===== src/rtl/idex_stage.sv =====
// -----------------------------------------------------------------------------
// idex_stage
//
// ID/EX pipeline register for the pipelined CPU. It also holds the operand
// forwarding muxes that feed the ALU and the load-use hazard detector.
//
// The register captures the decoded ID instruction. On the EX side it drives:
//   ALU_DA / ALU_DB  ALU operands. Each is a forwarded rs1/rs2 value, or the
//                    registered PC/immediate.
//   ALUCLT           ALU operation code, taken straight from the register.
//   ex_store_data    Forwarded rs2 value, for stores.
//   ex_*             Registered control bits, destination register and PC,
//                    consumed by EX/MEM.
//   hazard_stall     Load-use stall request back to the PC and IF/ID.
//
// Ports
//   clk, rst_n                   rising-edge clock, async active-low reset
//   id_*                         decoded instruction fields from ID
//   stall                        global hold (memory wait)
//   flush                        squash the instruction entering EX
//   exmem_rd/_reg_write/_result  EX/MEM forwarding source
//   memwb_rd/_reg_write/_result  MEM/WB forwarding source
// -----------------------------------------------------------------------------
module idex_stage #(
   parameter int XLEN = 32,
   parameter int RA_W = 5
) (
   input  logic            clk,
   input  logic            rst_n,
   input  logic            id_valid,
   input  logic [XLEN-1:0] id_pc,
   input  logic [XLEN-1:0] id_rs1_data,
   input  logic [XLEN-1:0] id_rs2_data,
   input  logic [XLEN-1:0] id_imm,
   input  logic [RA_W-1:0] id_rs1_addr,
   input  logic [RA_W-1:0] id_rs2_addr,
   input  logic [RA_W-1:0] id_rd_addr,
   input  logic            id_alu_src_a,
   input  logic            id_alu_src_b,
   input  logic [3:0]      id_aluclt,
   input  logic            id_reg_write,
   input  logic            id_mem_read,
   input  logic            id_mem_write,
   input  logic            stall,
   input  logic            flush,
   input  logic [RA_W-1:0] exmem_rd,
   input  logic            exmem_reg_write,
   input  logic [XLEN-1:0] exmem_result,
   input  logic [RA_W-1:0] memwb_rd,
   input  logic            memwb_reg_write,
   input  logic [XLEN-1:0] memwb_result,
   output logic [XLEN-1:0] ALU_DA,
   output logic [XLEN-1:0] ALU_DB,
   output logic [3:0]      ALUCLT,
   output logic [XLEN-1:0] ex_store_data,
   output logic            ex_valid,
   output logic            ex_reg_write,
   output logic            ex_mem_read,
   output logic            ex_mem_write,
   output logic [RA_W-1:0] ex_rd,
   output logic [XLEN-1:0] ex_pc,
   output logic            hazard_stall
);

   typedef struct packed {
      logic            valid;
      logic [XLEN-1:0] pc;
      logic [XLEN-1:0] rs1_data;
      logic [XLEN-1:0] rs2_data;
      logic [XLEN-1:0] imm;
      logic [RA_W-1:0] rs1_addr;
      logic [RA_W-1:0] rs2_addr;
      logic [RA_W-1:0] rd;
      logic            alu_src_a;
      logic            alu_src_b;
      logic [3:0]      aluclt;
      logic            reg_write;
      logic            mem_read;
      logic            mem_write;
   } ex_reg_t;

   // A bubble is the all-zero instruction: invalid, writes nothing, aluclt = add.
   localparam ex_reg_t BUBBLE = '0;

   ex_reg_t ex_q;
   ex_reg_t ex_d;
   ex_reg_t id_fields;

   logic [XLEN-1:0] rs1_fwd;
   logic [XLEN-1:0] rs2_fwd;

   always_comb begin
      id_fields           = BUBBLE;
      id_fields.valid     = id_valid;
      id_fields.pc        = id_pc;
      id_fields.rs1_data  = id_rs1_data;
      id_fields.rs2_data  = id_rs2_data;
      id_fields.imm       = id_imm;
      id_fields.rs1_addr  = id_rs1_addr;
      id_fields.rs2_addr  = id_rs2_addr;
      id_fields.rd        = id_rd_addr;
      id_fields.alu_src_a = id_alu_src_a;
      id_fields.alu_src_b = id_alu_src_b;
      id_fields.aluclt    = id_aluclt;
      id_fields.reg_write = id_reg_write;
      id_fields.mem_read  = id_mem_read;
      id_fields.mem_write = id_mem_write;
   end

   // A load in EX cannot supply its data until MEM/WB. An ID instruction that
   // reads the load's rd must therefore wait one cycle. Upstream decides how
   // this combines with stall/flush, so neither is folded in here.
   assign hazard_stall = ex_q.valid & ex_q.mem_read & (ex_q.rd != '0) & id_valid &
                         ((ex_q.rd == id_rs1_addr) | (ex_q.rd == id_rs2_addr));

   // Update priority: flush > stall (hold) > load-use bubble > capture.
   always_comb begin
      // NOTE: ex_d gets a value before any branching, so no path leaves it
      // unassigned and no latch is inferred.
      ex_d = ex_q;
      if (flush)             ex_d = BUBBLE;
      else if (stall)        ex_d = ex_q;
      else if (hazard_stall) ex_d = BUBBLE;
      else                   ex_d = id_fields;
   end

   always_ff @(posedge clk or negedge rst_n) begin
      // NOTE: state is updated with non-blocking assignments, so every flop
      // samples the pre-edge value of its inputs regardless of process order.
      if (!rst_n) ex_q <= BUBBLE;
      else        ex_q <= ex_d;
   end

   // Forwarding uses the registered source addresses. EX/MEM holds the
   // younger result and wins. x0 is hard-wired zero, so it is never forwarded.
   always_comb begin
      rs1_fwd = ex_q.rs1_data;
      if (exmem_reg_write && exmem_rd != '0 && exmem_rd == ex_q.rs1_addr)
         rs1_fwd = exmem_result;
      else if (memwb_reg_write && memwb_rd != '0 && memwb_rd == ex_q.rs1_addr)
         rs1_fwd = memwb_result;
   end

   always_comb begin
      rs2_fwd = ex_q.rs2_data;
      if (exmem_reg_write && exmem_rd != '0 && exmem_rd == ex_q.rs2_addr)
         rs2_fwd = exmem_result;
      else if (memwb_reg_write && memwb_rd != '0 && memwb_rd == ex_q.rs2_addr)
         rs2_fwd = memwb_result;
   end

   assign ALU_DA        = ex_q.alu_src_a ? ex_q.pc  : rs1_fwd;
   assign ALU_DB        = ex_q.alu_src_b ? ex_q.imm : rs2_fwd;
   assign ALUCLT        = ex_q.aluclt;
   // Stores need the forwarded rs2 even though ALU_DB carries the offset.
   assign ex_store_data = rs2_fwd;
   assign ex_valid      = ex_q.valid;
   assign ex_reg_write  = ex_q.reg_write;
   assign ex_mem_read   = ex_q.mem_read;
   assign ex_mem_write  = ex_q.mem_write;
   assign ex_rd         = ex_q.rd;
   assign ex_pc         = ex_q.pc;

endmodule

===== config.mk =====
export PLATFORM = sky130hd
export DESIGN_NAME = idex_stage
export DESIGN_NICKNAME = d
export VERILOG_FILES = /design/src/rtl/idex_stage.sv
export SDC_FILE = /design/constraint.sdc
export NUM_CORES = 1
export LEC_CHECK = 0
export ABC_AREA = 1
export BUFFER_PORTS_ARGS = -buffer_cell sky130_fd_sc_hd__clkbuf_2
export CORE_UTILIZATION = 30
export CTS_BUF_LIST = sky130_fd_sc_hd__clkbuf_2 sky130_fd_sc_hd__clkbuf_4 sky130_fd_sc_hd__clkbuf_8
export CTS_CLUSTER_SIZE = 14
export DETAILED_ROUTE_END_ITERATION = 10
export PLACE_DENSITY_LB_ADDON = 0.08
export SLEW_MARGIN = 15
export SYNTH_ARGS = -nofsm -noshare
export SYNTH_HDL_FRONTEND = slang
export SYNTH_SLANG_ARGS = --single-unit

===== constraint.sdc =====
create_clock -name clk -period 1.6 [get_ports clk]
set_clock_uncertainty 0.1 [all_clocks]
set_input_delay 0.32 -clock clk [delete_from_list [all_inputs] [get_ports clk]]
set_output_delay 0.32 -clock clk [all_outputs]
set_load 0.005 [all_outputs]

Yosys cells after proc, flatten, opt, wreduce, memory -nomap -nowiden --
Index checks and enable logic that the tools add are counted.
Word-level totals: bits in latches 0, memories 0, word-level logic and storage cells 44, bits in writable memories 0, output and inout port bits 142, register bits after elaboration 153, bits in read-only memories 0
Operators by class: eq/ne operators 7, bitwise operators 5, reduce and logical (&&, ||, !) cells 9, order comparisons 0, add/subtract/negate cells 0, $mul 0, shifts and indexed selects 0, divide/modulo/power cells 0, multiplexer cells 9
Operators with widths (number):
- $mux 153 | 3
- $mux 32 | 6
- $eq 5x5->1 | 6
- $reduce_bool 5->1 | 3
- $logic_and 1x1->1 | 6
- $and 1x1->1 | 4
- $ne 2x1->1 const B | 1
- $or 1x1->1 | 1

Depth between registers and ports, before layout --
depth after elaboration 7, mapped depth 11

Worst setup path after synthesis --
Ideal clock, no wire load.
path type reg2out, start point reg ex_q[16] (netlist bit), end point out ALU_DB[10], arrival time 1375 ps, slack -195 ps, data required time 1180 ps, cell stages (with the launch flop) 8, cells stage by stage dfrtp_1 xor2_1 nor2_1 nand3b_1 buf_2 nand3_1 nand3_1 nand2_1
On the way: longest elaborated chain between the ends 5, elaborated cells on any way between the ends 7
Ends and longest elaborated chain:
- start, declared | RTL line 85 | ex_reg_t ex_q;
- start signal, assigned | RTL line 130 | if (!rst_n) ex_q <= BUBBLE;
- start signal, assigned | RTL line 131 | else ex_q <= ex_d;
- $eq 5x5->1 | RTL line 148 | else if (memwb_reg_write && memwb_rd != '0 && memwb_rd == ex_q.rs2_addr)
- $logic_and 1x1->1 | RTL line 148
- $mux 32 | RTL line 148
- $mux 32 * | RTL line 146 | if (exmem_reg_write && exmem_rd != '0 && exmem_rd == ex_q.rs2_addr)
- $mux 32 * | RTL line 153 | assign ALU_DB = ex_q.alu_src_b ? ex_q.imm : rs2_fwd;
- end, declared | RTL line 53 | output logic [XLEN-1:0] ALU_DB,
Mark *: on every way between the ends. The rest lies on a longest branch, timed or not.

Worst setup path after layout --
start point reg ex_q[17] (netlist bit), end point out ALU_DB[9]
Same word-level chain as after synthesis.

==> flow_summary.toml <==
[timing]
setup_violations = 253
max_freq_ghz = 0.379
finalHoldViolCount = 0
fin_crit_sh_pct = 165
rsz0062_at_grt = "yes"
max_slew_margin_pct = 71.3
layout_setup_ws_ns = -1.04
drv_slew = 0
fin_crit_ns = 2.64
tightest_slew_ns = 0.430
tns_ns = -148.93

[setup_path]
endpoint_kind = "output pin"
crit_arrival_ns = 2.22
path_max_fanout = 7
regToRegSetupSlack_ns = -0.43
r2r-end = "ex_pc[26]$_DFFE_PN0P_"
r2r_cells = 11
r2r-start = "ex_rd[1]$_DFFE_PN0P_"
worstSetupStartpointType = "flip-flop"
critPathKind = "reg2out"
worstPathRequired_ns = 1.18

[yosys]
synthTopCellsByArea = "dfrtp_1, nand2_1, nand3_1"
yosysTopAreaCell = "dfrtp_1"
muxShareOfSynthArea_pct = 0
synth_top_area_share_pct = 40.1
syn_nets = 1642
synth-seq-area-share_pct = 40.1
synth-xor-area-share_pct = 2.48
synthArstFlopShare_pct = 100
yosys_warnings = 0
synth.ff_latch_count = 153
synth_top_family_by_area = "simple AND/OR/NAND/NOR gates"
synth_edf_count = 0
post-synth-top-count-cell = "nand2_1"
syn_area_mm2 = 0.00954
synthSimpleGateAreaFrac_pct = 46.1
synth_top_flop_cell = "dfrtp_1"
synthAdderAreaFrac_pct = 0
synth_compound_area_share_pct = 0.144
synth_common_cells = "nand2_1, nand3_1, dfrtp_1, inv_1, buf_2"
netlist_instances = 1409
avgSynthCellArea_um2 = 6.77
synth.distinct_cells = 22

[pwr]
ir_drop_mv = 0.505
power.static_leakage_nw = 9.22
intPower_w = 0.00668
p_seq_share_pct = 41.2
clock_power_share_pct = 27.7
p_comb_share_pct = 31.1
sw_frac_of_total_pct = 35.4
p_sw_w = 0.00367
pwr_density_cell_mw_per_mm2 = 599

[die]
pin_count = 375
rows = 64
start_util_pct = 30.9
die_x_um = 180
fp.dieH_um = 180
fp.dieArea_mm2 = 0.0325
core-area_mm2 = 0.0309

[detailed_routing]
post_drt_via_cell_ratio = 5.01
route.vias.total = 11800
first_iter_violations = 918
ant_nets = 0
totalWireLength_um = 48400
drc = 0
drt_first_pass_iters = 5
wl_per_cell_um = 20.6

[clocking]
cts_tree = "done"
path_clk_slew_ns = 0.11
cts_buffers = 17
htreeDepth = 4
clk_latency_ns = 0.47
cts_buffer_depth = 2
cts-root-buf = "clkbuf_8"
cts_sinks = 153

[min_path]
holdPathStages = 3
hold_end = "ex_q[7]$_DFFE_PN0P_"
hold_class = "in2reg"
hold_start = "id_alu_src_b"

[placed_design]
gp_congestion = 0.884
place_area_mm2 = 0.0123
pre_cts_slack_ns = -0.687
io_buffers = 374
dp_hpwl_um = 30900

[grt]
antenna_found_initial = 1
grt_max_degree = 50
grt_pass1_wl_um = 68700
overflow = 0
grt_pass1_vias = 11800
track_usage_pct = 27.6

[outcome]
outcome = "finished, violations left"
violations = "setup timing"

[final_layout]
design_area_mm2 = 0.0173
drive_gt1_share_pct = 47.1
fin_nets = 2178
area_growth_pct = 81.2

[run]
maxCapViolCount = 0
[metal layers]
layer	part of all wire (%)	wire length [µm]	vias up	track usage [%]
li1	-	-	5551	-
met4	2.4	1170	0	8.38
met3	6.1	2970	67	5.74
met1	42	20500	5705	34.8
met2	49	23800	475	47.0
met5	0	0	-	0
[worst max-delay path, cell delays in order (launching register included)]
cell       delay, ns
dfrtp_2         0.45
buf_12          0.14
xor2_4          0.19
nor3_4          0.23
buf_6           0.17
clkbuf_16       0.18
nand3_2         0.09
nand3_1         0.09
nand2_1         0.08
buf_6           0.13
[flip-flops by register name (all words and copies together) (netlist names)]
| signal | flops |
|---|---|
| ex_q | 108 |
| ex_valid | 1 |
| ex_reg_write | 1 |
| ex_mem_read | 1 |
| ex_mem_write | 1 |
| ex_rd | 5 |
| ex_pc | 32 |
| ALUCLT | 4 |
[cell type report]
class	instances	area [µm²]
diodes	1	2.50
clock buffers	17	234
clock inverters	15	119
fillers	2907	13600
inverters	73	279
multi-input cells	1045	6670
flip-flops and latches	153	3840
well taps	396	495
repair buffers	655	5650
[worst max-delay path by stage]
stage / start / to / slack [ns] / cells past startpoint
floorplan: ex_q[18]$_DFFE_PN0P_ / ALU_DB[10] / -0.14 / 7
global placement: exmem_rd[0] / ALU_DB[21] / -0.69 / 11
detailed placement: exmem_rd[0] / ex_store_data[10] / -0.69 / 10
CTS: ex_q[22]$_DFFE_PN0P_ / ALU_DA[22] / -1.05 / 11
global route: ex_q[22]$_DFFE_PN0P_ / ALU_DA[21] / -1.16 / 10
finish: ex_q[17]$_DFFE_PN0P_ / ALU_DB[9] / -1.04 / 9
[power by group through the flow]
stage | combinational, W | sequential [W] | clock, W
floorplan | 0.00107 | 0.00426 | 0
global placement | 0.00232 | 0.00431 | 0
detailed placement | 0.00233 | 0.00431 | 0
CTS | 0.00283 | 0.00424 | 0.00295
global route | 0.00345 | 0.00429 | 0.00311
finish | 0.00322 | 0.00426 | 0.00287
[kinds of logic (layout without fill, tap and decap cells)]
logic type,after synthesis,after routing
compound gates,2,2
xor+xnor,27,27
buf+inv,212,760
flops,153,153
other cells,0,1
simple gates,1015,1016
[per-stage QoR]
stage	hold slack, ns	total power (W)	instances	util (%)
after floorplan	-0.0756	0.00533	1409	-
after global placement	0.0801	0.00663	2125	39.8
after detailed placement	0.0786	0.00663	2125	39.8
after CTS	0.0444	0.0100	2323	49.6
after global routing	0.0357	0.0109	2355	55.9
final	0.0710	0.0103	2355	55.9
[timing repair]
| item | CTS | global route |
|---|---|---|
| hold buffers | 143 | 0 |
| endpoints found under the hold margin | 295 | 0 |
| gates cloned | 13 | 17 |
| setup buffers | 11 | 16 |
| endpoints found under the setup margin | 253 | 255 |
| resized for setup | 173 | 347 |
| pin swaps | 40 | 71 |
[cell usage in the layout (no fill, tap or decap), drive strengths merged, types with 14 or more instances in the layout]
cell type,instances
dlygate4sd3,143
nor2,17
nand3,382
and2,32
xor2,14
inv,76
buf,147
dfrtp,153
clkbuf,382
nand2,579
(Power assumes the default switching activity.)
